## config.mk

```make
export PLATFORM = sky130hd
export DESIGN_NAME = vram_write_drain
export DESIGN_NICKNAME = d
export VERILOG_FILES = /design/src/rtl/vram_write_drain.sv
export SDC_FILE = /design/constraint.sdc
export NUM_CORES = 1
export LEC_CHECK = 0
export CAP_MARGIN = 5
export CORE_MARGIN = 1
export CORE_UTILIZATION = 30
export CTS_CLUSTER_SIZE = 10
export DETAILED_ROUTE_END_ITERATION = 10
export GPL_ROUTABILITY_DRIVEN = 0
export HOLD_SLACK_MARGIN = 0.12
export SYNTH_ARGS = -nofsm -noshare
export SYNTH_HDL_FRONTEND = slang
export SYNTH_SLANG_ARGS = --single-unit
export TNS_END_PERCENT = 100
```

## constraint.sdc

```tcl
create_clock -name clk -period 1.8 [get_ports clk]
set_input_delay 0.36 -clock clk [delete_from_list [all_inputs] [get_ports clk]]
set_output_delay 0.36 -clock clk [all_outputs]
set_load 0.01 [all_outputs]
```

## src/rtl/vram_write_drain.sv

```systemverilog
// ---------------------------------------------------------------------------
// vram_write_drain
//
// Consumer end of the VRAM write FIFO. Pops one {address, data} entry at a
// time and shifts it out to the external serial SRAM as a WRITE frame
// (SPI mode 0, MSB first):
//
//   [47:40] command 0x02
//   [39:16] byte address = zero-extended {fifo_read_address, 1'b0}
//   [15:0]  data (DATA_WIDTH bits)
//
// The SRAM pins are shared with the display reader, so every frame is
// bracketed by a bus_request/bus_grant handshake. The grant is only looked
// at while requesting; once a frame starts it always runs to completion.
//
// Optional build macro:
//   VRAM_DRAIN_BURST_EN - after a frame, go straight back to LATCH (keeping
//                         bus_request high) while the FIFO has entries and
//                         fewer than BURST_MAX frames went out in this grant.
//                         Without it every frame goes back through IDLE/REQ.
//
// Parameters:
//   DATA_WIDTH     FIFO data width and length of the SPI data phase
//   ADDRESS_WIDTH  FIFO word-address width (must be <= 23)
//   BURST_MAX      frames per grant, only meaningful with the burst macro
//
// Ports:
//   clk, reset_n          clock, asynchronous active-low reset
//   fifo_empty            FIFO has no entries
//   fifo_read_address     head entry word address (combinational)
//   fifo_read_data        head entry data (combinational)
//   fifo_read_request     one-cycle pop strobe
//   bus_request/bus_grant SRAM pin arbitration
//   sram_cs_n/sck/mosi    serial SRAM pins (idle: cs_n=1, sck=0, mosi=0)
//   busy                  controller is not idle
//   writes_done           completed-frame counter, wraps at 16 bits
//   underrun_error        sticky: a pop was attempted on an empty FIFO
//
// All outputs are registered; they are loaded from the next-state values so
// that each output already reflects the state it belongs to.
// ---------------------------------------------------------------------------
module vram_write_drain #(
   parameter int DATA_WIDTH    = 16,
   parameter int ADDRESS_WIDTH = 16,
   parameter int BURST_MAX     = 4
) (
   input  logic                     clk,
   input  logic                     reset_n,
   input  logic                     fifo_empty,
   input  logic [ADDRESS_WIDTH-1:0] fifo_read_address,
   input  logic [DATA_WIDTH-1:0]    fifo_read_data,
   output logic                     fifo_read_request,
   output logic                     bus_request,
   input  logic                     bus_grant,
   output logic                     sram_cs_n,
   output logic                     sram_sck,
   output logic                     sram_mosi,
   output logic                     busy,
   output logic [15:0]              writes_done,
   output logic                     underrun_error
);

   localparam int               FRAME_W   = 32 + DATA_WIDTH;
   localparam int               CNT_W     = $clog2(FRAME_W);
   localparam logic [CNT_W-1:0] LAST_BIT  = CNT_W'(FRAME_W - 1);
   localparam logic [7:0]       CMD_WRITE = 8'h02;
   localparam int               BURST_W   = $clog2(BURST_MAX + 1);

   // Frames allowed per grant. Without bursting this is 1, which makes the
   // DONE-state continue test below always fail and the frame return to IDLE.
`ifdef VRAM_DRAIN_BURST_EN
   localparam logic [BURST_W-1:0] BURST_LIMIT = BURST_W'(BURST_MAX);
`else
   localparam logic [BURST_W-1:0] BURST_LIMIT = BURST_W'(1);
`endif

   typedef enum logic [2:0] {
      IDLE,
      REQ,
      LATCH,
      SHIFT,
      DONE
   } state_t;

   state_t               state, state_n;
   logic [FRAME_W-1:0]   shreg, shreg_n;
   logic [CNT_W-1:0]     bit_cnt, bit_cnt_n;
   logic                 phase, phase_n;
   logic [BURST_W-1:0]   burst_cnt, burst_cnt_n;
   logic                 cs_n_n, sck_n, mosi_n, pop_n, underrun_n;
   logic                 frame_end;
   logic [23:0]          byte_addr;
   logic [FRAME_W-1:0]   frame;

   // Word address -> byte address, zero-extended to the 24-bit SRAM field.
   always_comb begin
      byte_addr = '0;
      byte_addr[ADDRESS_WIDTH:0] = {fifo_read_address, 1'b0};
   end

   assign frame = {CMD_WRITE, byte_addr, fifo_read_data};

   // Last clock of the last bit: the frame is complete on this edge.
   assign frame_end = (state == SHIFT) && phase && (bit_cnt == LAST_BIT);

   // ------------------------------------------------------------------------
   // Next-state / next-output logic
   // ------------------------------------------------------------------------
   always_comb begin
      state_n     = state;
      shreg_n     = shreg;
      bit_cnt_n   = bit_cnt;
      phase_n     = phase;
      burst_cnt_n = burst_cnt;
      cs_n_n      = sram_cs_n;
      sck_n       = sram_sck;
      mosi_n      = sram_mosi;
      pop_n       = 1'b0;
      underrun_n  = underrun_error;

      unique case (state)
         IDLE: begin
            burst_cnt_n = '0;
            if (!fifo_empty) state_n = REQ;
         end

         // The pop strobe is registered, so it has to be decided on the
         // edge into LATCH from the FIFO state seen here. This block is the
         // only popper, so an empty FIFO at this point is a genuine underrun.
         REQ: begin
            if (bus_grant) begin
               state_n = LATCH;
               if (fifo_empty) underrun_n = 1'b1;
               else            pop_n      = 1'b1;
            end
         end

         // The head entry is still presented during the pop cycle, so it is
         // captured here. No pop means the entry was missing: abandon.
         LATCH: begin
            if (!fifo_read_request) begin
               state_n = IDLE;
            end else begin
               state_n   = SHIFT;
               shreg_n   = frame;
               bit_cnt_n = '0;
               phase_n   = 1'b0;
               cs_n_n    = 1'b0;
               sck_n     = 1'b0;
               mosi_n    = frame[FRAME_W-1];
            end
         end

         // Two clocks per bit: sck low with mosi set up, then sck high.
         SHIFT: begin
            if (!phase) begin
               phase_n = 1'b1;
               sck_n   = 1'b1;
            end else begin
               phase_n = 1'b0;
               sck_n   = 1'b0;
               if (bit_cnt == LAST_BIT) begin
                  state_n     = DONE;
                  cs_n_n      = 1'b1;
                  mosi_n      = 1'b0;
                  burst_cnt_n = burst_cnt + BURST_W'(1);
               end else begin
                  shreg_n   = {shreg[FRAME_W-2:0], 1'b0};
                  bit_cnt_n = bit_cnt + CNT_W'(1);
                  mosi_n    = shreg[FRAME_W-2];
               end
            end
         end

         // Continuing a burst re-enters LATCH directly, so cs_n stays high
         // through DONE and LATCH between frames.
         DONE: begin
            if (!fifo_empty && (burst_cnt < BURST_LIMIT)) begin
               state_n = LATCH;
               pop_n   = 1'b1;
            end else begin
               state_n = IDLE;
            end
         end

         default: state_n = IDLE;
      endcase
   end

   // ------------------------------------------------------------------------
   // State and registered outputs
   // ------------------------------------------------------------------------
   always_ff @(posedge clk or negedge reset_n) begin
      if (!reset_n) begin
         state             <= IDLE;
         shreg             <= '0;
         bit_cnt           <= '0;
         phase             <= 1'b0;
         burst_cnt         <= '0;
         sram_cs_n         <= 1'b1;
         sram_sck          <= 1'b0;
         sram_mosi         <= 1'b0;
         fifo_read_request <= 1'b0;
         bus_request       <= 1'b0;
         busy              <= 1'b0;
         underrun_error    <= 1'b0;
      end else begin
         state             <= state_n;
         shreg             <= shreg_n;
         bit_cnt           <= bit_cnt_n;
         phase             <= phase_n;
         burst_cnt         <= burst_cnt_n;
         sram_cs_n         <= cs_n_n;
         sram_sck          <= sck_n;
         sram_mosi         <= mosi_n;
         fifo_read_request <= pop_n;
         // The request is held from REQ through DONE, i.e. whenever the
         // controller is out of IDLE; dropping it in IDLE releases the pins.
         bus_request       <= (state_n != IDLE);
         busy              <= (state_n != IDLE);
         underrun_error    <= underrun_n;
      end
   end

   // Completed-frame counter; visible in the DONE cycle, wraps naturally.
   always_ff @(posedge clk or negedge reset_n) begin
      if (!reset_n)       writes_done <= '0;
      else if (frame_end) writes_done <= writes_done + 16'd1;
   end

endmodule

```

==> results of run 1 <==
-- per-layer routing --
| layer | track usage | vias to the layer above | wire (um) |
|---|---|---|---|
| met5 | 0 | - | 0 |
| met4 | 0.0416 | 0 | 67 |
| met3 | 0.0429 | 7 | 346 |
| met2 | 0.202 | 46 | 3580 |
| met1 | 0.156 | 1264 | 3420 |
| li1 | - | 1220 | - |
-- timing repair --
action                                  in CTS  in global routing
endpoints found under the setup margin       0                 37
gates resized for setup                      0                  3
buffers inserted                             0                  2
hold endpoints to repair                    25                  0
hold buffers                                 1                  0
-- state kept, by name, summed over array words and instances (netlist names), 3 cells and up --
| register | flops |
|---|---|
| shreg | 47 |
| writes_done | 16 |
| bit_cnt | 6 |
| burst_cnt | 3 |
| state | 3 |
-- synth_stat cells (all sizes together), types with 3 or more instances --
library cell and count:
a21oi 5, a22o 17, and3 4, buf 12, dfrtp 80, ha 3
inv 4, mux2 64, nand2 13, nand2b 3, nand3 12, nand4 7
nor2 4, nor2b 5, nor4 4, o21ai 7, o31ai 3, xnor2 13
-- kinds of logic after synthesis --
group                    after synthesis  synth area share
flip-flops                            81             0.535
AND/OR/NAND/NOR                       66             0.114
multiplexers                          65             0.193
AO/OA/AOI/OAI                         40            0.0825
buffers and inverters                 18            0.0310
XOR/XNOR                              15            0.0347
adder cells (fa/ha/maj)                3           0.00991
-- final timing paths --
| path | startpoint | end | slack, ps |
|---|---|---|---|
| hold / removal | underrun_error | underrun_error | 470 |
| setup reg to reg | state[1] | shreg[1] | 90 |
| setup / recovery | writes_done[3] | writes_done[3] | 70 |
| hold reg to reg | underrun_error | underrun_error | 470 |
| min in group asynchronous | reset_n | shreg[12] | 510 |
| max in group asynchronous | reset_n | shreg[20] | 740 |
-- cell type report --
class	count	area (um^2)
inverters	4	15.0
flip-flops and latches	81	2030
well taps	168	210
fillers	1148	7060
clock buffers	11	243
repair buffers	86	868
multi-input cells	189	1660
clock inverters	5	78.8
-- metrics by stage --
step                      setup TNS (ps)  hold slack, ps  std cells
final                                  0             471        544
after global routing               -5.35             505        544
after CTS                              0             482        542
after detailed placement               0             333        525
after global placement                 0             332        525
after floorplan                        0            64.4        288
-- power groups by stage --
stage,clock [uW],combinational (uW),sequential (uW)
after floorplan,0,1400,2660
after global placement,0,1940,2700
after detailed placement,0,1980,2710
after CTS,2020,1990,2690
after global routing,2100,2200,2770
final,1960,2000,2700
==> summary.txt, run 1 <==
Die
  – Core area: 0.0122 mm^2
  – Boundary Pins: ~60
  – DIE WIDTH: ~110 um
  – Row count: 40
  – Die footprint: 0.0131 mm^2
  – Initial Utilization: 0.312
  – Die Y: roughly 110 um

Routing
  – Vias: 2537
  – DRT Wirelength: between 7000 and 8000 um
  – DRC viols: 0
  – DRT Pass-1 Iters: 4
  – Vias per cell: 4.66
  – Initial DRC count: 81
  – Wire per inst: 13.6 um
  – Final ANT Viol Nets: 0

Clock network
  – Number of CTS-inserted buffers: 9
  – TritonCTS clock tree: done
  – Worst-skew pair later-pin latency: 330 ps
  – Root buf cell: clkbuf_16
  – H-tree depth: 3
  – Clock edge transition at the registers on the reported setup and hold paths: about 60 ps
  – CTS Sinks: just over 80
  – CTS Buffer Depth: 2

Pwr
  – Power Internal: 4860 uW
  – Leak pwr: between 0.002 and 0.0025 uW
  – Switching pwr: 1800 uW
  – Sequential Power Share: 0.405
  – Comb pwr share: 0.301
  – Switching fraction of total power: 0.271
  – Maximum VDD drop: 0.000631 V
  – Pwr Density: 1300 mW/mm^2
  – Clk network pwr share: 0.294
  – Tot Pwr: 6660 uW

Logic synthesis
  – Syn_nets: 327
  – Top cells by area, synth: dfrtp_1, mux2_2, a22o_1, xnor2_1, nand3_1
  – Register area share after synthesis: 0.535
  – Post-synth top area share: 0.528
  – Post-synth EDFFs: 0
  – Avg Inst Size Synth: 13.2 um^2
  – Post-Syn Area: roughly 0.0038 mm^2
  – Number of distinct library cells after synthesis: 45
  – Post-Syn Instances: 288
  – Seq cells post-synth: 81
  – Yosys top cell by area: dfrtp_1
  – Leading register cell type out of synthesis: dfrtp_1
  – Post-synthesis async set-or-reset flop share: 1.00
  – Synth warn: 0

STA
  – Slew Viols, Final: 0
  – Post-route minimum period: 1730 ps
  – # setup viols final: 0
  – F_max: 578 MHz
  – Layout Skew: 6.34 ps
  – Fin. Hold Viols: 0
  – Least-Margin Pin Slew: 445 ps
  – Slew Limit Headroom: 0.703
  – Final period utilization: 0.961
  – PnR worst setup slack: 69.9 ps

Global routing
  – GRT overflow: 0
  – Vias in the first global route: 2594
  – Initial antenna violation count: 0
  – First-pass GRT wire length: ~13000 um
  – Maximum number of pins on one net before global-route repair: 30
  – Total Routing Usage GR: 0.125

Critical path
  – Worst setup EP type: primary output
  – Worst Reg-to-Reg Cells: 5
  – Crit path depth: 1
  – Crit-path max cell delay: 580 ps
  – Crit Path Class: flip-flop to primary output
  – Crit-path cells: clkdlybuf4s50_1
  – Critical path's slowest cell: clkdlybuf4s50_1
  – Buf/Inv on CP: 1
  – Arrival time at the worst endpoint: 1370 ps
  – Max FO, Critical Path: 6
  – CP Data Required Time: 1440 ps
  – CP delay by family, top: buffers and inverters
  – Crit start category: flip-flop

Finish
  – Post-route cell area: 0.00510 mm^2
  – Diodes inserted: 0
  – Most frequent cells in the layout: dfrtp_1, mux2_2, clkdlybuf4s50_1
  – Post-Route Utilization: 0.420
  – Area Growth Syn to Fin: 34.6%
  – Most common cell after layout, fill and taps aside: dfrtp_1
  – Fraction of layout cells with a size suffix above 1: 0.319
  – Final nets: 410

Placed design
  – DP Area: 0.00474 mm^2
  – Pre-CTS WS: 71.5 ps
  – HPWL after DPL: 5270 um
  – IO buf count: 58

Hold path
  – HP Class: flip-flop to flip-flop
  – Hold path depth: 1

Run
  – Max-Cap Viols: 0

Run status
  – Outcome: finished, final reports clean
Note: power is estimated with default switching activity, not from simulation.
==> inputs of run 2 (changes only) <==
--- a/config.mk
+++ b/config.mk
@@ -6,6 +6,7 @@
 export NUM_CORES = 1
 export LEC_CHECK = 0
 export CAP_MARGIN = 5
+export CORE_ASPECT_RATIO = 0.7
 export CORE_MARGIN = 1
 export CORE_UTILIZATION = 30
 export CTS_CLUSTER_SIZE = 10
==> summary.txt, run 2 (same netlist as run 1, synthesis figures left out) <==
STA
  – F_max: 567 MHz (-1.9%)
  – Least-Margin Pin Slew: 402 ps (-43.0 ps)
  – Unrepaired setup endpoints after global routing: true
  – Post-route minimum period: 1760 ps (+33.1 ps)
  – Fin. Hold Viols: 0 (unchanged)
  – PnR worst setup slack: 36.8 ps (-33.1 ps)
  – Hold_ws: 474 ps (+3.35 ps)
  – Slew Viols, Final: 0 (unchanged)
  – # setup viols final: 0 (unchanged)
  – Slew Limit Headroom: 0.730 (+0.0266)
  – Layout Skew: 5.70 ps (-0.636 ps)
  – Final period utilization: 0.980 (+0.0184)

Critical path
  – CP Data Required Time: 1440 ps (about the same)
  – Crit start category: flip-flop
  – Buf/Inv on CP: 1 (unchanged)
  – Reg2reg start: state[1]
  – Max FO, Critical Path: 3 (-3)
  – Crit-path max cell delay: 540 ps (-40 ps)
  – Arrival time at the worst endpoint: 1400 ps (+30 ps)
  – Critical path origin: sram_cs_n
  – Crit-path cells: clkdlybuf4s50_1
  – Worst setup EP type: primary output
  – Critical path's slowest cell: dfstp_2
  – CP delay by family, top: flip-flops
  – Crit Path Class: flip-flop to primary output

Global routing
  – Initial antenna violation count: 0 (unchanged)
  – Total Routing Usage GR: 0.127 (+0.00264)
  – Vias in the first global route: 2577 (-0.66%)
  – First-pass GRT wire length: 12700 um (+0.11%)
  – GRT overflow: 0 (unchanged)
  – Maximum number of pins on one net before global-route repair: 33 (+10%)

Clock network
  – Root buf cell: clkbuf_16
  – Clock edge transition at the registers on the reported setup and hold paths: 60 ps (about the same)
  – CTS Sinks: 81 (unchanged)
  – H-tree depth: 3 (unchanged)
  – Worst-skew pair later-pin latency: 330 ps (about the same)
  – Number of CTS-inserted buffers: 9 (unchanged)
  – Post-CTS Setup Inserts: 0 (unchanged)
  – TritonCTS clock tree: done
  – CTS Buffer Depth: 2 (unchanged)

Finish
  – Final Instance Count excl. Fillers: 528 (-2.9%)
  – Biggest regs: shreg (47), writes_done (16), bit_cnt (6)
  – Most frequent cells in the layout: dfrtp_1, mux2_2, clkdlybuf4s50_1
  – Diodes inserted: 0 (unchanged)
  – Fraction of layout cells with a size suffix above 1: 0.313 (-0.00648)
  – Area Growth Syn to Fin: 32.4%
  – Most flops, register: shreg
  – Most common cell after layout, fill and taps aside: dfrtp_1
  – Final nets: 406 (-0.98%)
  – Post-Route Utilization: 0.418 (-0.00187)
  – Max FFs per register: 47 (unchanged)

Hold path
  – Hold path start: writes_done[15]
  – HP Class: flip-flop to flip-flop

Routing
  – DRT Pass-1 Iters: 4 (unchanged)
  – Wire per inst: 14.6 um (+7.2%)
  – Initial DRC count: 86 (+6.2%)
  – DRC viols: 0 (unchanged)
  – Vias: 2566 (+1.1%)
  – Vias per cell: 4.86 (+4.2%)
  – Final ANT Viol Nets: 0 (unchanged)
  – DRT Wirelength: 7720 um (+4.0%)

Die
  – Die footprint: 0.0131 mm^2 (about the same)
  – DIE WIDTH: 136 um (+19%)
  – Core area: 0.0120 mm^2 (-1.2%)
  – Initial Utilization: 0.315 (+0.00380)
  – Row count: 33 (-18%)
  – Die Y: 96.0 um (-16%)
  – Boundary Pins: 59 (unchanged)

Pwr
  – Clk network pwr share: 0.273 (-0.021)
  – Sequential Power Share: 0.420 (+0.015)
  – Pwr Density: 1280 mW/mm^2 (-2.0%)
  – Comb pwr share: 0.306 (+0.005)
  – Maximum VDD drop: 0.000547 V (-13%)
  – Leak pwr: 0.00217 uW (-2.6%)
  – Power Internal: 4620 uW (-4.9%)
  – Switching pwr: 1800 uW (-0.28%)
  – Switching fraction of total power: 0.280 (+0.00944)
  – Tot Pwr: 6420 uW (-3.6%)

Placed design
  – Placed Instances: 511 (-2.7%)
  – IO buf count: 58 (unchanged)
  – Pre-CTS WS: 34.3 ps (-37.2 ps)
  – HPWL after DPL: 5390 um (+2.3%)

Run
  – Max-Cap Viols: 0 (unchanged)

Run status
  – Outcome: finished, final reports clean
-- run 2: power groups by stage --
| stage | Sequential [uW] | Clock [uW] | Combinational [uW] |
|---|---|---|---|
| after global routing | 2780 | 1910 | 2160 |
| after CTS | 2700 | 1830 | 1970 |
| final | 2700 | 1750 | 1960 |
| after detailed placement | 2730 | 0 | 1950 |
| after global placement | 2700 | 0 | 1890 |
| after floorplan | 2660 | 0 | 1400 |
-- run 2: stage by stage --
stage	area, um^2	setup TNS [ps]
6_report	5020	0
5_1_grt	5020	-4.71
4_1_cts	4990	0
3_5_place_dp	4690	0
3_3_place_gp	4690	0
2_1_floorplan	3790	0
-- run 2: final cells by class --
cell class	instances	area, um^2
Clock buffer	9	225
Inverter	4	15.0
Clock inverter	6	60.1
Fill cell	1147	7000
Timing Repair Buffer	82	845
Sequential cell	81	2030
Tap cell	157	196
Multi-Input combinational cell	189	1650
-- run 2: path summary, 6_finish.rpt --
kind	endpoint	slack, ps	depth (start not counted)
max	sram_cs_n	40	1
min	writes_done[15]	470	1
max reg2reg	shreg[12]	80	5
min reg2reg	writes_done[15]	470	1
max in group asynchronous	sram_cs_n	740	3
min in group asynchronous	writes_done[7]	480	2
-- run 2: repair_timing --
action,CTS,global route
endpoints found under the hold margin,21,0
hold buffers,1,0
endpoints found under the setup margin,0,22
resized for setup,0,2
-- run 2: routing by layer --
layer / GRT usage / wire (um) / vias up
li1: - / - / 1213
met1: 0.180 / 3810 / 1276
met2: 0.187 / 3420 / 71
met3: 0.0337 / 448 / 6
met4: 0.0426 / 46 / 0
met5: 0 / 0 / -
==> inputs of run 3 (changes only) <==
--- a/config.mk
+++ b/config.mk
@@ -7,7 +7,7 @@
 export LEC_CHECK = 0
 export CAP_MARGIN = 5
 export CORE_ASPECT_RATIO = 0.7
-export CORE_MARGIN = 1
+export CORE_MARGIN = 4
 export CORE_UTILIZATION = 30
 export CTS_CLUSTER_SIZE = 10
 export DETAILED_ROUTE_END_ITERATION = 10
==> summary.txt, run 3 (same netlist as run 1, synthesis figures left out) <==
Global routing
  – First-pass GRT wire length: 13200 um (+3.4%)
  – Met3 global-route usage: 0.0412 (+0.00746)
  – Total Routing Usage GR: 0.114 (-0.0135)
  – Grt met1 use: 0.160 (-0.0201)
  – Global route hottest layer: met2
  – Vias in the first global route: 2577 (unchanged)
  – GRT overflow: 0 (unchanged)
  – GR Layer Usage met2: 0.167 (-0.0207)
  – Maximum number of pins on one net before global-route repair: 33 (unchanged)
  – Initial antenna violation count: 0 (unchanged)

Clock network
  – Clock edge transition at the registers on the reported setup and hold paths: 60 ps (about the same)
  – CTS Sinks: 81 (unchanged)
  – H-tree depth: 3 (unchanged)
  – TritonCTS clock tree: done
  – Worst-skew pair later-pin latency: 330 ps (about the same)
  – Number of CTS-inserted buffers: 9 (unchanged)
  – CTS Buffer Depth: 2 (unchanged)
  – Root buf cell: clkbuf_16

Routing
  – Wire per inst: 14.8 um (+1.4%)
  – Final ANT Viol Nets: 0 (unchanged)
  – DRT Wirelength: 7950 um (+3.0%)
  – DRC viols: 0 (unchanged)
  – Vias: 2521 (-1.8%)
  – Vias per cell: 4.70 (-3.2%)
  – Initial DRC count: 94 (+9.3%)
  – DRT Pass-1 Iters: 4 (unchanged)

Finish
  – Most flops, register: shreg
  – Most common cell after layout, fill and taps aside: dfrtp_1
  – Diodes inserted: 0 (unchanged)
  – Biggest regs: shreg (47), writes_done (16), bit_cnt (6)
  – Most frequent cells in the layout: dfrtp_1, mux2_2, clkdlybuf4s50_1
  – Max FFs per register: 47 (unchanged)
  – Area Growth Syn to Fin: 34.9%
  – Fraction of layout cells with a size suffix above 1: 0.318 (+0.00551)
  – Final nets: 408 (+0.49%)
  – Fillers: 1149 (+0.17%)

STA
  – Final period utilization: 0.987 (+0.00749)
  – Post-route minimum period: 1780 ps (+13.5 ps)
  – Slew Viols, Final: 0 (unchanged)
  – # setup viols final: 0 (unchanged)
  – Slew Limit Headroom: 0.715 (-0.0143)
  – Fin. Hold Viols: 0 (unchanged)
  – F_max: 563 MHz (-0.76%)
  – Setup TNS: 0 ps (unchanged)
  – Hold_ws: 466 ps (-8.52 ps)
  – Layout Skew: 6.76 ps (+1.06 ps)
  – Least-Margin Pin Slew: 421 ps (+18.5 ps)

Critical path
  – Crit-path max cell delay: 400 ps (-140 ps)
  – Crit Path Class: flip-flop to flip-flop
  – CP delay by family, top: simple AND/OR/NAND/NOR gates
  – Crit start category: flip-flop
  – Crit-path cells: ha_4 > nand3_4 > nor3_4 > or2_4 > clkbuf_16 > mux2_2
  – R2R setup slack: 20 ps (-60 ps)
  – Arrival time at the worst endpoint: 1990 ps (+590 ps)
  – CP Data Required Time: 2010 ps (+570 ps)
  – Critical path's slowest cell: dfrtp_1
  – Max FO, Critical Path: 12 (+9)
  – Buf/Inv on CP: 1 (unchanged)
  – Worst setup EP type: flip-flop

Die
  – Die footprint: 0.0145 mm^2 (+11%)
  – Core area: 0.0124 mm^2 (+3.0%)
  – Row count: 34 (+3.0%)
  – Initial Utilization: 0.306 (-0.00928)
  – Boundary Pins: 59 (unchanged)
  – DIE WIDTH: 142 um (+4.4%)
  – Die Y: 102 um (+6.2%)

Pwr
  – Leak pwr: 0.00222 uW (+2.7%)
  – Pwr Density: 1310 mW/mm^2 (+2.5%)
  – Maximum VDD drop: 0.000589 V (+7.7%)

Placed design
  – IO buf count: 58 (unchanged)
  – HPWL after DPL: 5560 um (+3.2%)

Run
  – Max-Cap Viols: 0 (unchanged)

Run status
  – Outcome: finished, final reports clean

Hold path
  – HP Class: flip-flop to flip-flop
run 3: power by group:
group	internal (uW)	switching [uW]
clock network	1260	733
logic	1210	788
registers	2390	320
total	4860	1840
run 3: worst register-to-register path, stage by stage (launching register included):
cell       delay [ps]
dfrtp_1           400
ha_4              170
nand3_4           120
nor3_4            210
or2_4             230
clkbuf_16         190
mux2_2            330
run 3: path summary, 6_finish.rpt:
path | start | end | cells past startpoint
setup / recovery | bit_cnt[1] | shreg[12] | 6
hold / removal | underrun_error | underrun_error | 1
setup reg to reg | bit_cnt[1] | shreg[12] | 6
hold reg to reg | underrun_error | underrun_error | 1
max in group asynchronous | reset_n | shreg[12] | 3
min in group asynchronous | reset_n | shreg[31] | 2
run 3: metal layers:
| metal | wire length (um) | part of all wire | vias up |
|---|---|---|---|
| met5 | 0 | 0 | - |
| met4 | 86 | 0.011 | 0 |
| met2 | 3510 | 0.44 | 46 |
| met3 | 392 | 0.049 | 9 |
| met1 | 3960 | 0.50 | 1250 |
| li1 | - | - | 1216 |
run 3: layout make-up:
| cell class | count | area (um^2) | area share |
|---|---|---|---|
| inverters | 4 | 15.0 | 0.00294 |
| repair buffers | 84 | 876 | 0.171 |
| clock buffers | 10 | 239 | 0.0468 |
| flip-flops and latches | 81 | 2030 | 0.397 |
| clock inverters | 6 | 90.1 | 0.0176 |
| well taps | 162 | 203 | 0.0397 |
| multi-input cells | 189 | 1660 | 0.325 |
run 3: what timing repair did:
action | CTS | global route
gates resized for setup | 0 | 4
setup endpoints to repair | 0 | 33
buffers inserted | 0 | 3
endpoints found under the hold margin | 24 | 0
hold buffers | 1 | 0
run 3: stage by stage:
step	instance area, um^2	total power, uW	setup WS (ps)	std cells	util
2_1_floorplan	3790	4060	23.9	288	-
3_3_place_gp	4670	4580	103	514	0.377
3_5_place_dp	4670	4670	58.7	514	0.377
4_1_cts	5010	6700	7.44	531	0.405
5_1_grt	5110	7130	-27.9	536	0.413
6_report	5110	6700	23.4	536	0.413
